==> config.mk <==
export PLATFORM = sky130hd
export DESIGN_NAME = sample_mul_acc_pipe_flat
export DESIGN_NICKNAME = d
export VERILOG_FILES = /design/src/rtl/sample_mul_acc_pipe_if.sv /design/src/rtl/sample_mul_acc_pipe.sv /design/src/flat_wrapper.sv
export SDC_FILE = /design/constraint.sdc
export NUM_CORES = 1
export LEC_CHECK = 0
export BUFFER_PORTS_ARGS = -buffer_cell sky130_fd_sc_hd__buf_2
export CORE_MARGIN = 2
export CORE_UTILIZATION = 30
export CTS_CLUSTER_SIZE = 24
export DETAILED_ROUTE_END_ITERATION = 10
export PLACE_DENSITY = 0.42
export SLEW_MARGIN = 10
export SYNTH_ARGS = -nofsm -noshare
export SYNTH_HDL_FRONTEND = slang
export SYNTH_SLANG_ARGS = --single-unit
==> constraint.sdc <==
create_clock -name clk -period 6.3 [get_ports clk]
set_input_delay 0 -clock clk [delete_from_list [all_inputs] [get_ports clk]]
set_output_delay 0 -clock clk [all_outputs]
set_load 0.01 [all_outputs]
==> src/rtl/sample_mul_acc_pipe_if.sv <==
// Operand/result bundle for sample_mul_acc_pipe. The master drives operands and
// sideband; the slave (the multiplier) returns the valid-qualified result.
interface sample_mul_acc_pipe_if #(
  parameter int DIN0_WIDTH = 11,
  parameter int DIN1_WIDTH = 11,
  parameter int DOUT_WIDTH = 11
);
  logic                         ce;
  logic                         in_valid;
  logic signed [DIN0_WIDTH-1:0] din0;
  logic signed [DIN1_WIDTH-1:0] din1;
  logic                         acc_en;
  logic                         acc_clr;
  logic                         out_valid;
  logic        [DOUT_WIDTH-1:0] dout;
  logic                         ovf;

  modport master (
    output ce, in_valid, din0, din1, acc_en, acc_clr,
    input  out_valid, dout, ovf
  );

  modport slave (
    input  ce, in_valid, din0, din1, acc_en, acc_clr,
    output out_valid, dout, ovf
  );
endinterface

==> src/rtl/sample_mul_acc_pipe.sv <==
// Signed multiply / multiply-accumulate, NUM_STAGE ce-active cycles of latency,
// one sample per ce cycle; ce=0 freezes every register (no other backpressure).
module sample_mul_acc_pipe #(
  parameter int DIN0_WIDTH = 11,
  parameter int DIN1_WIDTH = 11,
  parameter int DOUT_WIDTH = 11,
  parameter int ACC_WIDTH  = 32,
  parameter int NUM_STAGE  = 3
) (
  input logic                  clk,
  input logic                  reset,
  sample_mul_acc_pipe_if.slave bus
);
  localparam int P_WIDTH = DIN0_WIDTH + DIN1_WIDTH;

  typedef struct packed {
    logic vld;
    logic en;
    logic clr;
  } side_t;

  typedef struct packed {
    side_t              side;
    logic [P_WIDTH-1:0] prod;
  } prod_t;

  side_t                        s1_side;
  logic signed [DIN0_WIDTH-1:0] s1_a;
  logic signed [DIN1_WIDTH-1:0] s1_b;
  logic signed [P_WIDTH-1:0]    mul;
  prod_t                        mul_word;
  prod_t                        last_word;

  logic signed [ACC_WIDTH-1:0]  acc;
  logic signed [ACC_WIDTH-1:0]  prod_ext;
  logic signed [ACC_WIDTH-1:0]  acc_sum;
  logic                         add_ovf;

  logic                         out_valid_q;
  logic        [DOUT_WIDTH-1:0] dout_q;
  logic                         ovf_q;

  always_ff @(posedge clk or posedge reset) begin
    if (reset) begin
      s1_side <= '0;
      s1_a    <= '0;
      s1_b    <= '0;
    end else if (bus.ce) begin
      s1_side <= '{vld: bus.in_valid, en: bus.acc_en, clr: bus.acc_clr};
      s1_a    <= bus.din0;
      s1_b    <= bus.din1;
    end
  end

  assign mul      = s1_a * s1_b;
  assign mul_word = '{side: s1_side, prod: mul};

  // With two stages the product feeds the accumulate register combinationally.
  generate
    if (NUM_STAGE == 2) begin : g_direct
      assign last_word = mul_word;
    end else begin : g_pipe
      localparam int NPROD = NUM_STAGE - 2;
      prod_t pipe [NPROD];

      always_ff @(posedge clk or posedge reset) begin
        if (reset) begin
          for (int i = 0; i < NPROD; i++) pipe[i] <= '0;
        end else if (bus.ce) begin
          pipe[0] <= mul_word;
          for (int i = 1; i < NPROD; i++) pipe[i] <= pipe[i-1];
        end
      end

      assign last_word = pipe[NPROD-1];
    end
  endgenerate

  assign prod_ext = ACC_WIDTH'($signed(last_word.prod));
  assign acc_sum  = acc + prod_ext;
  assign add_ovf  = (acc[ACC_WIDTH-1] == prod_ext[ACC_WIDTH-1]) &&
                    (acc_sum[ACC_WIDTH-1] != acc[ACC_WIDTH-1]);

  // Bubbles only clear out_valid; dout, acc and ovf keep their last values.
  always_ff @(posedge clk or posedge reset) begin
    if (reset) begin
      out_valid_q <= 1'b0;
      dout_q      <= '0;
      ovf_q       <= 1'b0;
      acc         <= '0;
    end else if (bus.ce) begin
      out_valid_q <= last_word.side.vld;
      if (last_word.side.vld) begin
        case ({last_word.side.en, last_word.side.clr})
          2'b00: begin
            dout_q <= prod_ext[DOUT_WIDTH-1:0];
          end
          2'b01: begin
            dout_q <= prod_ext[DOUT_WIDTH-1:0];
            acc    <= '0;
            ovf_q  <= 1'b0;
          end
          2'b11: begin
            dout_q <= prod_ext[DOUT_WIDTH-1:0];
            acc    <= prod_ext;
            ovf_q  <= 1'b0;
          end
          default: begin
            dout_q <= acc_sum[DOUT_WIDTH-1:0];
            acc    <= acc_sum;
            ovf_q  <= ovf_q | add_ovf;
          end
        endcase
      end
    end
  end

  assign bus.out_valid = out_valid_q;
  assign bus.dout      = dout_q;
  assign bus.ovf       = ovf_q;
endmodule

==> src/flat_wrapper.sv <==
// flat-port wrapper written by rule: the top's interface ports become plain ports
module sample_mul_acc_pipe_flat 
#(
  parameter int DIN0_WIDTH = 11,
  parameter int DIN1_WIDTH = 11,
  parameter int DOUT_WIDTH = 11,
  parameter int ACC_WIDTH  = 32,
  parameter int NUM_STAGE  = 3
)
  (clk, reset, bus_ce, bus_in_valid, bus_din0, bus_din1, bus_acc_en, bus_acc_clr, bus_out_valid, bus_dout, bus_ovf);
  sample_mul_acc_pipe_if #(.DIN0_WIDTH(DIN0_WIDTH), .DIN1_WIDTH(DIN1_WIDTH), .DOUT_WIDTH(DOUT_WIDTH)) bus_i ();
  input logic clk;
  input logic reset;
  input wire logic [$bits(bus_i.ce)-1:0] bus_ce;
  input wire logic [$bits(bus_i.in_valid)-1:0] bus_in_valid;
  input wire logic [$bits(bus_i.din0)-1:0] bus_din0;
  input wire logic [$bits(bus_i.din1)-1:0] bus_din1;
  input wire logic [$bits(bus_i.acc_en)-1:0] bus_acc_en;
  input wire logic [$bits(bus_i.acc_clr)-1:0] bus_acc_clr;
  output wire logic [$bits(bus_i.out_valid)-1:0] bus_out_valid;
  output wire logic [$bits(bus_i.dout)-1:0] bus_dout;
  output wire logic [$bits(bus_i.ovf)-1:0] bus_ovf;
  assign bus_i.ce = bus_ce;
  assign bus_i.in_valid = bus_in_valid;
  assign bus_i.din0 = bus_din0;
  assign bus_i.din1 = bus_din1;
  assign bus_i.acc_en = bus_acc_en;
  assign bus_i.acc_clr = bus_acc_clr;
  assign bus_out_valid = bus_i.out_valid;
  assign bus_dout = bus_i.dout;
  assign bus_ovf = bus_i.ovf;
  sample_mul_acc_pipe #(.DIN0_WIDTH(DIN0_WIDTH), .DIN1_WIDTH(DIN1_WIDTH), .DOUT_WIDTH(DOUT_WIDTH), .ACC_WIDTH(ACC_WIDTH), .NUM_STAGE(NUM_STAGE)) u_core (.clk(clk), .reset(reset), .bus(bus_i));
endmodule
; After elaboration in Yosys (flattened, before gate mapping)
; Cells that the tools add are included.
[classes]
addsub = 1
mul = 1
n_eq_ne = 4
n_mux = 3
bitwise_logic = 2
n_reduce_logical = 6
[op_table]
columns = op, n
row1 = 32-bit one-hot mux with 3 select lines, 1
row2 = 32-bit by 22-bit adder with 32-bit output, 1
row3 = 11-bit by 11-bit multiplier with 22-bit output, 1
row4 = 11-bit two-way mux, 1
row5 = 3-bit AND reduction, 1
row6 = 3-bit OR reduction, 1
row7 = "2-bit by 1-bit == test with 1-bit output, second input constant", 1
row8 = "2-bit == test, second input constant", 1
row9 = 2-bit zero test, 1
row10 = 1-bit one-hot mux with 2 select lines, 1
row11 = 2-bit AND reduction, 1
row12 = 2-bit OR reduction, 1
row13 = 1-bit == test, 1
row14 = 1-bit logical AND, 1
row15 = 1-bit inequality test, 1
row16 = 1-bit inverter, 1
row17 = 1-bit OR, 1
[word_totals]
ff_bits = 95
in_bits = 28
out_inout_bits = 13
elab_cells = 30

; Longest topological paths before layout
; Gate-level depths: netlist (run 1).
[depth]
depth_word = 5
mapped_depth = 21
ltp_nobuf = 20

; Worst setup path after synthesis (run 1)
; No wires, ideal clock.
[synth_path]
kind = register -> register
start = register u_core.s1_b[4]
end = register u_core.g_pipe.pipe[19] in the netlist's numbering
setup_time_ps = 120
arrival_time_ps = 5169
required_time_ps = 6180
path_slack_ps = 1011
stages_incl_launch_ff = 20
n_path_buf = 1
period_less_slack_ps = 5289
path_cell_list = dfrtp_1 > clkbuf_1 > nand2_1 > fa_1 > fa_1 > fa_1 > inv_1 > fa_1 > inv_1 > fa_1 > inv_1 > ha_1 > a21oi_1 > o21ai_0 > a21o_1 > a31oi_1 > o211ai_1 > o21a_1 > or3_1 > a31o_1
[synth_via]
elab_chain_len = 1
[synth_lines]
columns = item, line
row1 = "start, declared", sample_mul_acc_pipe.sv:29  ; logic signed [DIN1_WIDTH-1:0] s1_b;
row2 = "start signal, assigned", sample_mul_acc_pipe.sv:51  ; s1_b <= bus.din1;
row3 = 11-bit by 11-bit multiplier with 22-bit output, sample_mul_acc_pipe.sv:55  ; assign mul = s1_a * s1_b;
row4 = "end, declared", sample_mul_acc_pipe.sv:64  ; prod_t pipe [NPROD];
; No other way between the ends.
; A chain may end at the register's enable or synchronous reset.

; Worst setup path after layout (run 1)
[layout_path]
start = register u_core.s1_a[5]
end = register u_core.g_pipe.pipe[19] in the netlist's numbering
[layout_via]
elab_chain_len = 1
[layout_lines]
columns = item, line
row1 = "start, declared", sample_mul_acc_pipe.sv:28  ; logic signed [DIN0_WIDTH-1:0] s1_a;
row2 = "start signal, assigned", sample_mul_acc_pipe.sv:50  ; s1_a <= bus.din0;
row3 = 11-bit by 11-bit multiplier with 22-bit output, sample_mul_acc_pipe.sv:55
; No other way between the ends.

==> results of run 1 <==
[worst max-delay path by stage]
stage | from | end | cells past startpoint
floorplan | u_core.s1_b[4] | u_core.g_pipe.pipe[19] | 19
global placement | u_core.s1_b[4] | u_core.g_pipe.pipe[19] | 18
detailed placement | u_core.s1_a[5] | u_core.g_pipe.pipe[19] | 18
CTS | u_core.s1_a[5] | u_core.g_pipe.pipe[19] | 18
global route | u_core.s1_a[5] | u_core.g_pipe.pipe[19] | 18
finish | u_core.s1_a[5] | u_core.g_pipe.pipe[19] | 18
[area by class of cell]
cell class	count	area share, %
Inverter	172	5.60
Tap cell	448	4.84
Timing Repair Buffer	76	4.63
Clock buffer	9	1.95
Multi-Input combinational cell	785	61.6
Sequential cell	95	20.5
Clock inverter	7	0.800
[worst max-delay path, stage by stage (launching register included)]
cell      delay, ns
dfrtp_1        0.62
nand2_1        0.14
fa_1           0.58
fa_1           0.45
fa_1           0.50
inv_1          0.06
fa_1           0.53
inv_1          0.05
fa_1           0.52
inv_1          0.04
ha_1           0.36
a21oi_1        0.27
o21ai_0        0.13
a21o_1         0.20
a31oi_1        0.28
o211ai_1       0.14
o21a_1         0.18
or3_1          0.30
a31o_1         0.21
[layer usage]
metal	vias to the layer above	track usage [%]	wire, um
met5	-	0	0
met4	0	3.61	352
met3	21	1.57	477
met2	83	26.7	12400
met1	3712	20.7	12100
li1	3687	-	-
[sequential cells by signal, summed over array words and instances (netlist names)]
name,cells
u_core.mul_word,3
u_core.s1_b,11
u_core.s1_a,11
u_core.bus.dout,11
u_core.acc,32
u_core.bus.out_valid,1
u_core.bus.ovf,1
u_core.g_pipe.pipe,25
[what timing repair did]
action                                 CTS  global route
hold buffers                            26             0
endpoints found under the hold margin   70             0
buffers inserted                         0             0
[cells by family (layout without fill, tap and decap cells)]
family | count (synthesis) | in the layout | share of synthesized area, %
multiplexers | 55 | 55 | 5.90
flip-flops | 95 | 95 | 23.0
AO/OA/AOI/OAI | 216 | 216 | 14.1
buffers and inverters | 219 | 264 | 8.05
adder cells (fa/ha/maj) | 196 | 196 | 32.3
XOR/XNOR | 46 | 46 | 3.90
AND/OR/NAND/NOR | 272 | 272 | 12.8
[cell usage in the layout (no fill, tap or decap), types with 8 or more instances in the layout]
master / Yosys / final
a21o_1: 15 / 15
a21oi_1: 62 / 62
and2_1: 55 / 55
buf_2: 0 / 40
buf_4: 0 / 10
clkbuf_16: 0 / 9
dfrtp_1: 95 / 95
dlygate4sd3_1: 0 / 26
fa_1: 118 / 118
ha_1: 78 / 78
inv_1: 171 / 170
mux2_2: 43 / 43
mux2i_1: 11 / 11
nand2_1: 112 / 112
nand3_1: 8 / 8
nand4_1: 8 / 8
nor2_1: 43 / 43
nor3_1: 12 / 12
o21a_1: 9 / 9
o21ai_0: 52 / 52
o21bai_1: 8 / 8
xnor2_1: 29 / 29
xor2_1: 17 / 17
[per-stage QoR]
step,setup slack [ns],std cells,utilization [%]
6_report,0.605,1592,34.3
5_1_grt,0.277,1592,34.3
4_1_cts,0.566,1592,34.3
3_5_place_dp,0.590,1550,32.6
3_3_place_gp,0.664,1550,32.6
2_1_floorplan,1.01,1099,-
==> run_results.csv, run 1 <==
group,metric,value,unit
detailed_routing,wl_per_cell,15.9,um
worst_setup_path,rrSetupSlack,0.60,ns
sta,rsz0062_at_grt,"no",
sta,relSlewSlack,43.4,%
sta,timing.setup.tns,0,ns
worst_setup_path,arrival,5.95,ns
worst_setup_path,cp_data_required_time,6.55,ns
global_route,grt_overflow,0,
sta,setup_viol,0,
worst_setup_path,worstRegToRegCells,18,
clock_network,htreeDepth,3,
detailed_routing,drtIter0Drc,377,
sta,fmaxAchievable,0.176,GHz
hold_path,min_path_type,"in2async",
yosys,yosys.area.top_type,"dfrtp_1",
sta,hold_ws,0.286,ns
worst_setup_path,r2r_start,"u_core.s1_a[5]",
yosys,ys.flop_type,"dfrtp_1",
layout,synthToLayoutAreaGrowth,11.9,%
floorplanning,die_w,190,um
placement,dpl.hpwl,19300,um
yosys,synthTopCellsByArea,"dfrtp_1 (23%), fa_1 (23%), ha_1 (9.4%), inv_1 (6.2%), mux2_2 (4.7%)",
yosys,syn_inst,1099,
detailed_routing,postRouteAntennaNets,0,
global_route,gr-usage-all-layers,15.4,%
sta,drv_slew,0,
yosys,synth_fp_nets,1323,
placement,place_area,0.0110,sq mm
sta,final.min_clock_period,5.70,ns
floorplanning,core_area,0.0337,sq mm
sta,tightest_slew,0.850,ns
worst_setup_path,critical_path_class,"reg2reg",
run,max_cap_violations,0,
yosys,synthArstFlopShare,100,%
clock_network,path_clk_slew,0.09,ns
layout,seq_area,0.00238,sq mm
detailed_routing,postRouteWirelength,25300,um
layout,stdcell_area,0.0116,sq mm
worst_setup_path,r2r-end,"u_core.g_pipe.pipe[19]",
floorplanning,dieArea,0.0360,sq mm
clock_network,post_cts_resized,0,
floorplanning,initial_core_util,30.7,%
clock_network,cts_sinks,95,
floorplanning,ios,41,
run_status,status,"finished, final reports clean",
floorplanning,fp.dieH,190,um
detailed_routing,drcViolationCount,0,
global_route,grt_max_degree,61,
global_route,antenna_found_initial,0,
layout,fin_nets,1363,
yosys,synth.most_common_cell,"inv_1",
layout,diodes,0,
worst_setup_path,worstSetupStartpointType,"flop",
yosys,synth_cell_type_count,68,
floorplanning,row_count,67,
placement,place.gp.congestion,0.811,
layout,multiInputGateArea,0.00713,sq mm
clock_network,cts_root_buf,"clkbuf_16",
detailed_routing,vias,7503,
layout,drive_gt1_share,11.7,%
placement,port_buffers,40,
yosys,synth_edf_count,0,
worst_setup_path,end_kind,"flop",
sta,finalHoldViolations,0,
worst_setup_path,worstPathMaxFanout,12,
sta,fin_crit_sh,90.4,%
clock_network,cts_max_path_buffers,2,
global_route,grt_pass1_wl,43400,um
clock_network,cts_buffers,9,
yosys,yosys_warnings,0,
global_route,grt_pass1_vias,8091,
detailed_routing,firstDrtPassIters,4,
clock_network,cts_tree,"done",
yosys,synth_common_cells,"inv_1 (171), fa_1 (118), nand2_1 (112), dfrtp_1 (95), ha_1 (78)",
yosys,synth.avg_cell_area,9.41,sq um
layout,fillers,3554,
yosys,netlist.area_leader.share,23.0,%
sta,finClkSkew,0.0114,ns
yosys,ys_seq_area_share,23.0,%
yosys,syn-cell-area,0.0103,sq mm
yosys,ys_seq_elements,95,
clock_network,clock_latency,0.37,ns
detailed_routing,viasPerCell,4.71,
Power of run 1 is not shown: default switching activity piles up to over one toggle a cycle in this logic, so the estimate is an artifact.
==> run 2, diff against run 1 <==
--- a/config.mk
+++ b/config.mk
@@ -7,10 +7,10 @@
 export LEC_CHECK = 0
 export BUFFER_PORTS_ARGS = -buffer_cell sky130_fd_sc_hd__buf_2
 export CORE_MARGIN = 2
-export CORE_UTILIZATION = 30
+export CORE_UTILIZATION = 40
 export CTS_CLUSTER_SIZE = 24
 export DETAILED_ROUTE_END_ITERATION = 10
-export PLACE_DENSITY = 0.42
+export PLACE_DENSITY = 0.53
 export SLEW_MARGIN = 10
 export SYNTH_ARGS = -nofsm -noshare
 export SYNTH_HDL_FRONTEND = slang
==> run 2 against run 1 <==
  * Worst setup slack got worse by 0.099 ns
  * Maximum frequency fell by 1.7%
  * Routed wire length fell by 9.1%
  * Non-clock buffer count fell by 2
  * Cell count fell by 7.5%
  * Global-route usage rose by 3.8 points
  * Critical path depth did not move
==> run_results.csv, run 2 (synthesized netlist as in run 1, its figures left out) <==
group,metric,value,unit
layout,diodes,0,
floorplanning,core_area,0.0253,sq mm
layout,fillers,2483,
detailed_routing,wl_per_cell,15.6,um
sta,rsz0062_at_grt,"no",
worst_setup_path,endpoint,"u_core.g_pipe.pipe[19]",
run_status,status,"finished, final reports clean",
worst_setup_path,r2r-end,"u_core.g_pipe.pipe[19]",
sta,final.min_clock_period,5.79,ns
worst_setup_path,crit_chain,"clkinv_1 -> nor2_1 -> fa_1 -> fa_1 -> fa_1 -> fa_1 -> inv_1 -> fa_1 -> inv_1 -> ha_1 -> a21oi_1 -> o21ai_0 -> a21o_1 -> a31oi_1 -> o211ai_1 -> o21a_1 -> or3_1 -> a31o_1",
global_route,grt_pass1_wl,41100,um
sta,drv_slew,0,
worst_setup_path,critical_path_class,"reg2reg",
worst_setup_path,r2r_start,"u_core.s1_b[10]",
detailed_routing,drtIter0Drc,342,
worst_setup_path,rrSetupSlack,0.51,ns
worst_setup_path,startpoint,"u_core.s1_b[10]",
detailed_routing,firstDrtPassIters,4,
sta,tightest_slew,1.03,ns
worst_setup_path,arrival,6.05,ns
clock_network,postCtsHoldBufs,26,
sta,relSlewSlack,31.1,%
sta,fmaxAchievable,0.173,GHz
clock_network,cts_max_path_buffers,2,
placement,place_area,0.0108,sq mm
clock_network,cts_sinks,95,
layout,drive_gt1_share,11.5,%
clock_network,cts_root_buf,"clkbuf_16",
floorplanning,ios,41,
clock_network,post-cts-setup-buffer-count,0,
layout,mostFrequentLayoutCells,"inv_1 (170), fa_1 (118), nand2_1 (112)",
floorplanning,dieArea,0.0271,sq mm
detailed_routing,postRouteWirelength,23000,um
worst_setup_path,worstPathMaxFanout,10,
clock_network,cts_buffers,9,
detailed_routing,drcViolationCount,0,
detailed_routing,vias,7550,
sta,finalHoldViolations,0,
clock_network,htreeDepth,3,
global_route,gr-usage-all-layers,19.2,%
global_route,grt_overflow,0,
sta,setup_viol,0,
global_route,grt_max_degree,77,
global_route,grt_pass1_vias,8145,
layout,synthToLayoutAreaGrowth,10.4,%
hold_path,min_path_type,"in2async",
placement,dpl.hpwl,17700,um
sta,timing.setup.tns,0,ns
worst_setup_path,path_common_cell,"fa_1",
run,max_cap_violations,0,
layout,layout_commonest_cell,"inv_1",
worst_setup_path,crit_buf_inv,3,
sta,finClkSkew,0.0119,ns
worst_setup_path,worstSetupStartpointType,"flop",
floorplanning,initial_core_util,40.9,%
sta,fin_crit_sh,92.0,%
worst_setup_path,cp_data_required_time,6.55,ns
placement,place.gp.congestion,0.884,
clock_network,path_clk_slew,0.09,ns
layout,reg.largest.list,"u_core.acc x32, u_core.g_pipe.pipe x25",
floorplanning,fp.dieH,165,um
detailed_routing,postRouteAntennaNets,0,
sta,hold_ws,0.124,ns
worst_setup_path,worstRegToRegCells,18,
clock_network,post_cts_resized,0,
layout,stdcell_area,0.0114,sq mm
placement,port_buffers,40,
layout,post-route-util,45.2,%
clock_network,clock_latency,0.36,ns
layout,fin_nets,1361,
worst_setup_path,end_kind,"flop",
detailed_routing,viasPerCell,5.13,
worst_setup_path,max_stage_delay,0.54,ns
worst_setup_path,crit_slowest_cell,"fa_1",
worst_setup_path,critical-path-top-delay-family,"adder cells",
floorplanning,row_count,58,
layout,top_register,"u_core.acc",
clock_network,cts_tree,"done",
worst_setup_path,crit_cells,18,
floorplanning,die_w,165,um
layout,largest_reg_flops,32,
global_route,antenna_found_initial,0,
-- run 2: tightest hold or removal path: stages --
cell	delay, ns
dlygate4sd3_1	0.53
buf_2	0.13
inv_4	0.21
-- run 2: worst min path at each step --
stage                                  to  slack [ns]
final                      u_core.s1_b[0]        0.12
after global routing       u_core.s1_b[0]        0.16
after CTS                  u_core.s1_b[0]        0.13
after detailed placement   u_core.s1_b[0]       -0.03
after global placement     u_core.s1_b[0]       -0.03
after floorplan           u_core.s1_b[10]        0.12
-- run 2: cell type report --
class / count / area (sq um) / share of cell area, %
well taps: 330 / 413 / 3.62
multi-input cells: 785 / 7130 / 62.5
clock inverters: 7 / 97.6 / 0.855
inverters: 172 / 648 / 5.68
repair buffers: 74 / 520 / 4.56
clock buffers: 9 / 225 / 1.97
flip-flops and latches: 95 / 2380 / 20.8
-- run 2: through the flow --
step,instances,setup WS (ns)
final,1472,0.506
after floorplan,1099,1.01
after CTS,1472,0.508
after global routing,1472,0.171
after global placement,1430,0.717
after detailed placement,1430,0.539
-- run 2: routing by layer --
layer / track usage, % / vias up / part of all wire [%]
met5: 0 / - / 0
met4: 4.47 / 0 / 1.2
met3: 2.13 / 14 / 2.4
met2: 33.6 / 87 / 48
met1: 25.5 / 3756 / 48
li1: - / 3693 / -
Power of run 2 is left out for the same reason.
==> run 3, diff against run 2 <==
--- a/config.mk
+++ b/config.mk
@@ -8,6 +8,7 @@
 export BUFFER_PORTS_ARGS = -buffer_cell sky130_fd_sc_hd__buf_2
 export CORE_MARGIN = 2
 export CORE_UTILIZATION = 40
+export CTS_BUF_LIST = sky130_fd_sc_hd__clkbuf_2 sky130_fd_sc_hd__clkbuf_4 sky130_fd_sc_hd__clkbuf_8
 export CTS_CLUSTER_SIZE = 24
 export DETAILED_ROUTE_END_ITERATION = 10
 export PLACE_DENSITY = 0.53
==> run 3 against run 2 <==
  * First-iteration DRC count increased by 9.9%
  * Clock skew up 0.0045 ns
  * Critical endpoint unchanged
  * Highest routed layer unchanged
  * Die area unchanged
  * Maximum frequency is essentially flat
  * Via count hardly changed
  * Worst setup slack improved by 0.0040 ns
  * Worst hold slack worse by 0.043 ns
  * Non-clock buffer count unchanged
  * Global-route usage shrank 0.080 points
  * Cell area fell by 0.89%
  * Core utilization fell by 0.40 points
==> run_results.csv, run 3 (synthesized netlist as in run 1, its figures left out) <==
group,metric,value,unit
clock_network,path_clk_slew,0.12,ns
layout,fin_nets,1361,
worst_setup_path,end_kind,"flop",
sta,rsz0062_at_grt,"no",
global_route,gr-usage-all-layers,19.1,%
floorplanning,row_count,58,
layout,drive_gt1_share,11.5,%
run,max_cap_violations,0,
placement,dpl.hpwl,17700,um
floorplanning,fp.dieH,165,um
layout,fillers,2487,
sta,tightest_slew,1.02,ns
detailed_routing,drtIter0Drc,376,
clock_network,cts_tree,"done",
layout,synthToLayoutAreaGrowth,9.39,%
clock_network,cts_buffers,9,
sta,final.min_clock_period,5.79,ns
hold_path,min_path_type,"in2async",
layout,layout_commonest_cell,"inv_1",
sta,fin_crit_sh,91.9,%
detailed_routing,drcViolationCount,0,
sta,drv_slew,0,
sta,setup_viol,0,
run_status,status,"finished, final reports clean",
layout,diodes,0,
detailed_routing,postRouteAntennaNets,0,
clock_network,cts_sinks,95,
layout,post-route-util,44.8,%
sta,fmaxAchievable,0.173,GHz
floorplanning,core_area,0.0253,sq mm
sta,relSlewSlack,32.0,%
floorplanning,ios,41,
clock_network,post_cts_resized,0,
detailed_routing,wl_per_cell,15.5,um
worst_setup_path,critical_path_class,"reg2reg",
worst_setup_path,cp_data_required_time,6.59,ns
global_route,grt_pass1_vias,8108,
detailed_routing,firstDrtPassIters,4,
detailed_routing,postRouteWirelength,22900,um
clock_network,post-cts-setup-buffer-count,0,
detailed_routing,vias,7553,
placement,port_buffers,40,
worst_setup_path,arrival,6.08,ns
worst_setup_path,worstRegToRegCells,18,
worst_setup_path,r2r-end,"u_core.g_pipe.pipe[19]",
global_route,grt_max_degree,77,
clock_network,cts_max_path_buffers,2,
clock_network,clock_latency,0.40,ns
detailed_routing,viasPerCell,5.13,
floorplanning,dieArea,0.0271,sq mm
global_route,grt_overflow,0,
sta,timing.setup.tns,0,ns
placement,place.gp.congestion,0.884,
layout,top_register,"u_core.acc",
worst_setup_path,worstPathMaxFanout,10,
sta,finalHoldViolations,0,
worst_setup_path,startpoint,"u_core.s1_b[10]",
layout,mostFrequentLayoutCells,"inv_1 (170), fa_1 (118), nand2_1 (112)",
clock_network,postCtsHoldBufs,26,
worst_setup_path,rrSetupSlack,0.51,ns
floorplanning,die_w,165,um
worst_setup_path,r2r_start,"u_core.s1_b[10]",
floorplanning,initial_core_util,40.9,%
layout,reg.largest.list,"u_core.acc x32, u_core.g_pipe.pipe x25",
global_route,grt_pass1_wl,40900,um
clock_network,htreeDepth,3,
sta,finClkSkew,0.0164,ns
global_route,antenna_found_initial,0,
layout,largest_reg_flops,32,
worst_setup_path,worstSetupStartpointType,"flop",
clock_network,cts_root_buf,"clkbuf_8",
[run 3: how the worst max path moves through the flow]
stage | end | slack, ns | cells after the start
floorplan | u_core.g_pipe.pipe[19] | 1.01 | 19
global placement | u_core.g_pipe.pipe[19] | 0.72 | 18
detailed placement | u_core.g_pipe.pipe[19] | 0.54 | 18
CTS | u_core.g_pipe.pipe[19] | 0.50 | 18
global route | u_core.g_pipe.pipe[19] | 0.17 | 18
finish | u_core.g_pipe.pipe[19] | 0.51 | 18
[run 3: critical path, cell delays in order (launching register included)]
cell,delay [ns]
dfrtp_1,0.46
clkinv_1,0.32
nor2_1,0.24
fa_1,0.47
fa_1,0.52
fa_1,0.52
fa_1,0.54
inv_1,0.05
fa_1,0.52
inv_1,0.04
ha_1,0.32
a21oi_1,0.24
o21ai_0,0.12
a21o_1,0.21
a31oi_1,0.28
o211ai_1,0.15
o21a_1,0.19
or3_1,0.30
a31o_1,0.20
[run 3: metrics by stage]
| stage | hold WS [ns] | worst slack, ns | std cells | instance area, sq um |
|---|---|---|---|---|
| detailed placement | -0.0330 | 0.539 | 1430 | 10800 |
| floorplan | 0.121 | 1.01 | 1099 | 10300 |
| global placement | -0.0317 | 0.717 | 1430 | 10800 |
| global route | 0.105 | 0.174 | 1472 | 11300 |
| CTS | 0.0790 | 0.503 | 1472 | 11300 |
| finish | 0.0814 | 0.510 | 1472 | 11300 |
[run 3: final cells by class]
cell class	count	area, sq um	area share (%)
Clock buffer	9	124	1.10
Clock inverter	7	97.6	0.863
Inverter	172	648	5.73
Multi-Input combinational cell	785	7130	63.0
Sequential cell	95	2380	21.0
Tap cell	330	413	3.65
Timing Repair Buffer	74	520	4.60
[run 3: routing by layer]
layer,wire [um],GRT usage (%)
met3,438,2.13
met5,0,0
met2,11200,33.7
met1,11000,25.6
met4,193,3.36
Power of run 3 is left out for the same reason.
